$ cat src/rtl/rubik_wr_seq.sv
// Rubik write-command sequencer: pops write commands and expands each into
// DMA write requests of at most MAX_BURST 32-byte atoms with line/surface stepping.
module rubik_wr_seq #(
    parameter int unsigned MAX_BURST = 8
) (
    input  logic        autosa_core_clk,
    input  logic        autosa_core_rstn,
    input  logic        wcmd_pvld,
    output logic        wcmd_prdy,
    input  logic [10:0] wcmd_pd,
    input  logic        reg2dp_op_en,
    input  logic [31:0] reg2dp_dst_base_addr,
    input  logic [31:0] reg2dp_dst_line_stride,
    input  logic [31:0] reg2dp_dst_surf_stride,
    output logic        dma_wr_req_pvld,
    input  logic        dma_wr_req_prdy,
    output logic [31:0] dma_wr_req_addr,
    output logic [2:0]  dma_wr_req_size,
    output logic        wr_done,
    output logic [31:0] wr_req_cnt
);

    localparam int unsigned ADDR_W     = 32;
    localparam int unsigned REM_W      = 9;
    localparam int unsigned SIZE_W     = 3;
    localparam int unsigned LEN_W      = 8;
    localparam int unsigned ATOM_SHIFT = 5;

    localparam logic [ADDR_W-1:0] ADDR_MASK = ~ADDR_W'(32'h1F);
    localparam logic [REM_W-1:0]  BURST     = REM_W'(MAX_BURST);

    typedef struct packed {
        logic             layer_end;
        logic             surf_end;
        logic             line_end;
        logic [LEN_W-1:0] len_m1;
    } wcmd_t;

    typedef enum logic [1:0] {
        IDLE     = 2'd0,
        WAIT_CMD = 2'd1,
        ISSUE    = 2'd2,
        DONE     = 2'd3
    } state_t;

    state_t            state_q, state_nxt;
    logic [ADDR_W-1:0] surf_ptr_q, surf_ptr_nxt;
    logic [ADDR_W-1:0] line_ptr_q, line_ptr_nxt;
    logic [ADDR_W-1:0] cur_addr_q, cur_addr_nxt;
    logic [REM_W-1:0]  remain_q, remain_nxt;
    logic              line_end_q, line_end_nxt;
    logic              surf_end_q, surf_end_nxt;
    logic              layer_end_q, layer_end_nxt;
    logic [ADDR_W-1:0] req_cnt_q, req_cnt_nxt;
    logic              wcmd_prdy_q, pvld_q, done_q;
    logic [SIZE_W-1:0] size_q, size_nxt;

    wcmd_t             cmd;
    logic [REM_W-1:0]  chunk;
    logic [REM_W-1:0]  remain_left;
    logic [ADDR_W-1:0] adv_addr;
    logic [ADDR_W-1:0] base_aligned;
    logic [ADDR_W-1:0] surf_step;
    logic [ADDR_W-1:0] line_step;

    function automatic logic [REM_W-1:0] chunk_of(input logic [REM_W-1:0] rem);
        return (rem > BURST) ? BURST : rem;
    endfunction

    assign cmd          = wcmd_t'(wcmd_pd);
    assign chunk        = chunk_of(remain_q);
    assign remain_left  = remain_q - chunk;
    assign adv_addr     = cur_addr_q + (ADDR_W'(chunk) << ATOM_SHIFT);
    assign base_aligned = reg2dp_dst_base_addr & ADDR_MASK;
    assign surf_step    = (surf_ptr_q + reg2dp_dst_surf_stride) & ADDR_MASK;
    assign line_step    = (line_ptr_q + reg2dp_dst_line_stride) & ADDR_MASK;

    // Next-state and datapath updates
    always_comb begin
        state_nxt     = state_q;
        surf_ptr_nxt  = surf_ptr_q;
        line_ptr_nxt  = line_ptr_q;
        cur_addr_nxt  = cur_addr_q;
        remain_nxt    = remain_q;
        line_end_nxt  = line_end_q;
        surf_end_nxt  = surf_end_q;
        layer_end_nxt = layer_end_q;
        req_cnt_nxt   = req_cnt_q;
        size_nxt      = '0;

        case (state_q)
            IDLE: begin
                if (reg2dp_op_en) begin
                    surf_ptr_nxt = base_aligned;
                    line_ptr_nxt = base_aligned;
                    cur_addr_nxt = base_aligned;
                    req_cnt_nxt  = '0;
                    state_nxt    = WAIT_CMD;
                end
            end
            WAIT_CMD: begin
                if (wcmd_pvld) begin
                    remain_nxt    = REM_W'(cmd.len_m1) + REM_W'(1);
                    line_end_nxt  = cmd.line_end;
                    surf_end_nxt  = cmd.surf_end;
                    layer_end_nxt = cmd.layer_end;
                    state_nxt     = ISSUE;
                end
            end
            ISSUE: begin
                if (dma_wr_req_prdy) begin
                    remain_nxt   = remain_left;
                    req_cnt_nxt  = req_cnt_q + ADDR_W'(1);
                    cur_addr_nxt = adv_addr;
                    if (remain_left == '0) begin
                        // surface step dominates line step
                        if (surf_end_q) begin
                            surf_ptr_nxt = surf_step;
                            line_ptr_nxt = surf_step;
                            cur_addr_nxt = surf_step;
                        end else if (line_end_q) begin
                            line_ptr_nxt = line_step;
                            cur_addr_nxt = line_step;
                        end
                        state_nxt = layer_end_q ? DONE : WAIT_CMD;
                    end
                end
            end
            DONE: begin
                state_nxt = IDLE;
            end
            default: begin
                state_nxt = IDLE;
            end
        endcase

        if (state_nxt == ISSUE) begin
            size_nxt = SIZE_W'(chunk_of(remain_nxt) - REM_W'(1));
        end
    end

    always_ff @(posedge autosa_core_clk or negedge autosa_core_rstn) begin
        if (!autosa_core_rstn) begin
            state_q     <= IDLE;
            surf_ptr_q  <= '0;
            line_ptr_q  <= '0;
            cur_addr_q  <= '0;
            remain_q    <= '0;
            line_end_q  <= 1'b0;
            surf_end_q  <= 1'b0;
            layer_end_q <= 1'b0;
            req_cnt_q   <= '0;
            wcmd_prdy_q <= 1'b0;
            pvld_q      <= 1'b0;
            done_q      <= 1'b0;
            size_q      <= '0;
        end else begin
            state_q     <= state_nxt;
            surf_ptr_q  <= surf_ptr_nxt;
            line_ptr_q  <= line_ptr_nxt;
            cur_addr_q  <= cur_addr_nxt;
            remain_q    <= remain_nxt;
            line_end_q  <= line_end_nxt;
            surf_end_q  <= surf_end_nxt;
            layer_end_q <= layer_end_nxt;
            req_cnt_q   <= req_cnt_nxt;
            wcmd_prdy_q <= (state_nxt == WAIT_CMD);
            pvld_q      <= (state_nxt == ISSUE);
            done_q      <= (state_nxt == DONE);
            size_q      <= size_nxt;
        end
    end

    assign wcmd_prdy       = wcmd_prdy_q;
    assign dma_wr_req_pvld = pvld_q;
    assign dma_wr_req_addr = cur_addr_q;
    assign dma_wr_req_size = size_q;
    assign wr_done         = done_q;
    assign wr_req_cnt      = req_cnt_q;

endmodule
$ cat config.mk
export PLATFORM = sky130hd
export DESIGN_NAME = rubik_wr_seq
export DESIGN_NICKNAME = d
export VERILOG_FILES = /design/src/rtl/rubik_wr_seq.sv
export SDC_FILE = /design/constraint.sdc
export NUM_CORES = 1
export LEC_CHECK = 0
export ABC_CLOCK_PERIOD_IN_PS = 6700
export BUFFER_PORTS_ARGS = -buffer_cell sky130_fd_sc_hd__buf_2
export CELL_PAD_IN_SITES_DETAIL_PLACEMENT = 0
export CELL_PAD_IN_SITES_GLOBAL_PLACEMENT = 1
export CORE_MARGIN = 10
export CORE_UTILIZATION = 46
export DETAILED_ROUTE_END_ITERATION = 7
export PLACE_DENSITY = 0.91
export SLEW_MARGIN = 25
export SYNTH_ARGS = -nofsm -noshare
export SYNTH_HDL_FRONTEND = slang
export SYNTH_SLANG_ARGS = --single-unit
$ cat constraint.sdc
create_clock -name autosa_core_clk -period 6.7 [get_ports autosa_core_clk]
set_clock_uncertainty 0.1 [all_clocks]
set_input_delay 0 -clock autosa_core_clk [delete_from_list [all_inputs] [get_ports autosa_core_clk]]
set_output_delay 0 -clock autosa_core_clk [all_outputs]
set_load 0.005 [all_outputs]
Word level (Yosys, flattened, before mapping)
Cells that the tools add are included.
Operators by class
  add/sub/neg operators: 7
  order comparisons: 2
  equality and inequality tests: 11
  multiplexer cells: 30
  reduce and logical (&&, ||, !) cells: 7
Operators by type and width (number)
  32-bit two-way mux: 14
  32-bit case mux with 2 select lines: 4
  32-bit adder: 2
  32-bit by 1-bit adder with 32-bit output (second input constant): 1
  32-bit by 14-bit adder with 32-bit output: 1
  9-bit two-way mux: 3
  9-bit by 4-bit > comparator with 1-bit output (second input constant): 2
  9-bit case mux with 2 select lines: 1
  2-bit two-way mux: 5
  5-bit AND reduction: 2
  8-bit by 1-bit adder with 9-bit output (second input constant): 1
  9-bit zero test: 1
  9-bit subtractor: 1
  2-bit == test (second input constant): 4
  2-bit != test (second input constant): 4
  2-bit case mux with 4 select lines: 1
  3-bit two-way mux: 2
  2-bit by 1-bit == test with 1-bit output (second input constant): 2
  3-bit != test (second input constant): 1
  3-bit AND reduction: 1
  3-bit by 1-bit subtractor with 3-bit output (second input constant): 1
  2-bit zero test: 1
  2-bit AND reduction: 1
  2-bit nonzero test: 1
Word-level totals
  bits in registers: 148
  input port bits: 112
  output and inout port bits: 70
  word-level logic and storage cells: 70

Longest topological paths before layout
  word-level depth: 9
  mapped depth: 17
  depth with buffers taken out: 16

Least setup slack after synthesis
OpenSTA, ideal clock, no wires.
  path kind: reg-to-reg
  start point: register remain_q[4]
  end point: register size_q[2] (netlist: dma_wr_req_size[2])
  setup time: 0.119 ns
  arrival: 3.272 ns
  required time: 6.481 ns
  path slack: 3.209 ns
  stages on the path, launching flop included: 18
  buffers on the path: 1
  period minus slack after synthesis: 3.491 ns
  cell sequence: dfrtp_1 clkbuf_1 nor4_4 nand2_2 nand2_1 ha_1 or3_1 a32oi_1 a21oi_1 o21ai_0 nand3_1 nor4bb_1 a21boi_1 nand2_1 ha_1 inv_1 a31oi_1 o21ba_1
Between the ends
  longest elaborated chain between the ends: 9
  elaborated cells on any way between the ends: 15
  classes of those cells: 2 x add/sub; 2 x order compare; 1 x eq/ne; 9 x mux; 1 x reduce/logical
Ends and longest elaborated chain
  from (decl): RTL line 50  | logic [REM_W-1:0] remain_q, remain_nxt;
  from (signal assigned): RTL line 162  | remain_q <= remain_nxt;
  9-bit by 4-bit > comparator with 1-bit output: RTL line 67  | return (rem > BURST) ? BURST : rem;
  9-bit two-way mux: RTL line 67
  9-bit subtractor (*): RTL line 72  | assign remain_left = remain_q - chunk;
  9-bit two-way mux (*): RTL line 111  | if (dma_wr_req_prdy) begin
  9-bit case mux with 2 select lines (*): RTL line 91  | case (state_q)
  via remain_nxt[6]: RTL line 50
  9-bit by 4-bit > comparator with 1-bit output (*): RTL line 67
  3-bit two-way mux (*): RTL line 67
  3-bit by 1-bit subtractor with 3-bit output (*): RTL line 138  | size_nxt = SIZE_W'(chunk_of(remain_nxt) - REM_W'(1));
  3-bit two-way mux (*): RTL line 137  | if (state_nxt == ISSUE) begin
  via size_nxt[2]: RTL line 56  | logic [SIZE_W-1:0] size_q, size_nxt;
  to (signal assigned): RTL line 170  | size_q <= size_nxt;
  to (decl): RTL line 56
Mark *: on every way through the listed nets, which the timed path passes. The rest lies on a longest branch.
A chain may end at the register's enable or synchronous reset.

Worst setup path after layout
  start point: register remain_q[6]
  end point: register surf_ptr_q[31]
Between the ends
  longest elaborated chain between the ends: 6
Ends and longest elaborated chain
  9-bit by 4-bit > comparator with 1-bit output: RTL line 67
  9-bit two-way mux: RTL line 67
  9-bit subtractor (*): RTL line 72
  9-bit zero test (*): RTL line 115  | if (remain_left == '0) begin
  2-bit != test (no line) (*)
  5-bit AND reduction (no line) (*)
  to (signal assigned): RTL line 159  | surf_ptr_q <= surf_ptr_nxt;
  to (decl): RTL line 47  | logic [ADDR_W-1:0] surf_ptr_q, surf_ptr_nxt;
Every way passes the cells marked *; elsewhere a longest branch is shown, timed or not.

==> results.ini <==
[finish]
final_common_cell = buf_2
regArea_sq_mm = 0.00333
multi_input_area_sq_mm = 0.00728
mostFrequentLayoutCells = 160 x buf_2, 144 x nand2_1, 142 x nor2_1
final_area_sq_mm = 0.0131
num-fill-cells = 2242
fin_cells = 1857
final_nets = 1707
syn_to_final_growth_pct = 18.8
final_layout_size_suffix_gt1_share_pct = 16.0

[global_routing]
grt_overflow = 0
grt_max_degree = 96
grt_pass1_wl_mm = 58.4
track_usage_pct = 23.7
grt_pass1_vias = 10600
antenna_found_initial = 0

[timing]
fin_crit_sh_pct = 66.4
worst_pin_slew_ps = 953
finalCriticalPeriod_ps = 4450
hold_viol_final = 0
layout_setup_ws_ps = 2250
setup_tns_ps = 0
rsz0062_at_grt = no
slew_violations = 0
setup_violations = 0
maxClockFrequency_mhz = 225
max_slew_margin_pct = 36.5

[setup_path]
cp-start-kind = flip-flop
rrSetupSlack_ps = 2250
r2r_start = remain_q[6]
crit_fanout = 9
arrival_ps = 4670
cp_data_required_time_ps = 6920
r2r_cells = 13
worstSetupStartpoint = remain_q[6]
cp-end-kind = flip-flop
critical_path_class = reg -> reg
r2r-end = surf_ptr_q[31]

[run]
maxCapViolCount = 0

[synth]
synth_ff_type = dfrtp_1
syn_avg_cell_area_sq_um = 8.20
synth.largest_area_cell = dfrtp_1
yosysUniqueCellTypes = 96
synth_top_area_share_pct = 30.2
yosys_warnings = 0
synth_area_sq_mm = 0.0110
async_flop_share_pct = 100
ys_seq_elements = 133
syn_inst = 1342
synth-edff-count = 0
yosysSeqAreaShare_pct = 30.2
synthTopCellsByArea = dfrtp_1 30%, ha_1 7.7%, nand2_1 4.9%

[min_path]
holdCritPathClass = in -> reg
hold_end = surf_ptr_q[5]
worstHoldPathCells = 4
min_from = reg2dp_dst_surf_stride[5]

[place]
place_area_sq_mm = 0.0121
place.gp.congestion = 0.934
portBuffers = 161
dp.final_hpwl_mm = 27.5
dp_cells = 1783
dp_slack_ps = 2630

[floorplanning]
core_area_sq_mm = 0.0235
num_rows = 56
die_w_microns = 175
start_util_pct = 46.8
dieArea_sq_mm = 0.0305
ios = 182
die_y_microns = 175

[drt]
routed_wl_mm = 37.3
ant_nets = 0
drtPass1Iterations = 6
vias = 11100
drt_iter0_markers = 1048
via_per_inst = 5.99
route.detailed.drc = 0
routedWlPerCell_microns = 20.1

[clock_network]
cts_tree = done
cts_buffers = 17
clock_sinks = 133
clk_pin_slew_ps = 70
htreeDepth = 4
cts_resized = 0
clk_path_buf_depth = 2
cts_root_buf = clkbuf_16
clock_latency_ps = 440

[pwr]
power_density_mw_per_mm2 = 486
irDropWorstVdd_uv = 220
p_leak_nw = 5.94

[run_status]
outcome = complete, no violations

==> repair_timing <==
action / in CTS / in global routing
hold buffers: 41 / 0
buffers inserted: 0 / 0
endpoints found under the hold margin: 180 / 0
==> report_power, final <==
group | internal [W] | switching, W
clock network | 0.000536 | 0.000462
logic | 0.00151 | 0.00246
registers | 0.00110 | 0.000282
total | 0.00315 | 0.00321
==> cell families after synthesis <==
kind of cell / after synthesis / synth area share (%)
AND/OR/NAND/NOR: 478 / 20.7
other: 2 / 0.0682
buffers and inverters: 101 / 4.10
XOR/XNOR: 96 / 7.76
adder cells (fa/ha/maj): 71 / 8.27
multiplexers: 34 / 3.26
AO/OA/AOI/OAI: 427 / 25.6
flip-flops: 133 / 30.2
==> synth_stat cells, types with 14 or more instances <==
| master | instances |
|---|---|
| clkbuf_1 | 34 |
| nor2_1 | 143 |
| inv_1 | 41 |
| o211ai_1 | 19 |
| dfrtp_1 | 133 |
| a21oi_1 | 106 |
| xnor2_1 | 50 |
| ha_1 | 68 |
| o21ai_0 | 95 |
| xor2_1 | 45 |
| nand3_1 | 30 |
| nor3_1 | 30 |
| a211oi_1 | 27 |
| and3_1 | 26 |
| mux2i_1 | 22 |
| nand4_1 | 15 |
| nand2_1 | 144 |
| a31oi_1 | 27 |
| a21o_1 | 23 |
| nand2b_1 | 14 |
| o31ai_1 | 14 |
==> cell type report <==
cell class | instances | area share, %
multi-input combinational | 1117 | 55.7
sequential | 133 | 25.5
timing repair buffer | 213 | 9.98
clock buffer | 17 | 3.25
tap | 319 | 3.05
clock inverter | 15 | 1.37
inverter | 42 | 1.21
antenna | 1 | 0.0191
==> worst max-delay path, cell delays in order, from the launching register on <==
cell and delay [ps]:
dfrtp_1 500, nor4_4 420, nand2_2 170, nand2_1 120
ha_1 270, or3b_1 370, a211o_1 320, a221oi_4 280
a41oi_1 210, nor2_2 630, nand2_1 110, mux2i_1 160
a21oi_1 80, dlygate4sd3_1 570
==> routing by layer <==
layer  vias to the layer above  GRT usage, %  routed length, microns
met3                        68          4.40                    2490
li1                       5296             -                       -
met2                       471          38.5                   17400
met1                      5282          31.3                   16300
met4                         0          7.49                    1090
met5                         -             0                       0
==> per-stage QoR <==
step | utilization [%] | power (W) | hold WS, ps
4_1_cts | 55.5 | 0.00631 | 7.62
3_3_place_gp | 51.2 | 0.00521 | 74.2
5_1_grt | 55.5 | 0.00684 | 24.6
2_1_floorplan | - | 0.00420 | -396
3_5_place_dp | 51.2 | 0.00526 | 92.6
6_report | 55.5 | 0.00636 | 5.21
==> worst max-delay path by stage <==
stage	to	cells past startpoint	slack, ps
after floorplan	dma_wr_req_size[2]	17	3210
after global placement	dma_wr_req_addr[24]	12	2620
after detailed placement	dma_wr_req_addr[24]	12	2630
after CTS	surf_ptr_q[31]	13	2310
after global routing	surf_ptr_q[31]	13	2090
final	surf_ptr_q[31]	13	2250
==> registers in the layout, summed over array words and instances (netlist names) <==
| register | flops |
|---|---|
| wr_done | 1 |
| layer_end_q | 1 |
| surf_end_q | 1 |
| surf_ptr_q | 27 |
| line_end_q | 1 |
| wr_req_cnt | 32 |
| dma_wr_req_addr | 27 |
| remain_q | 9 |
| dma_wr_req_size | 3 |
| state_q | 2 |
| wcmd_prdy | 1 |
| line_ptr_q | 27 |
| dma_wr_req_pvld | 1 |
(Power assumes the default switching activity.)
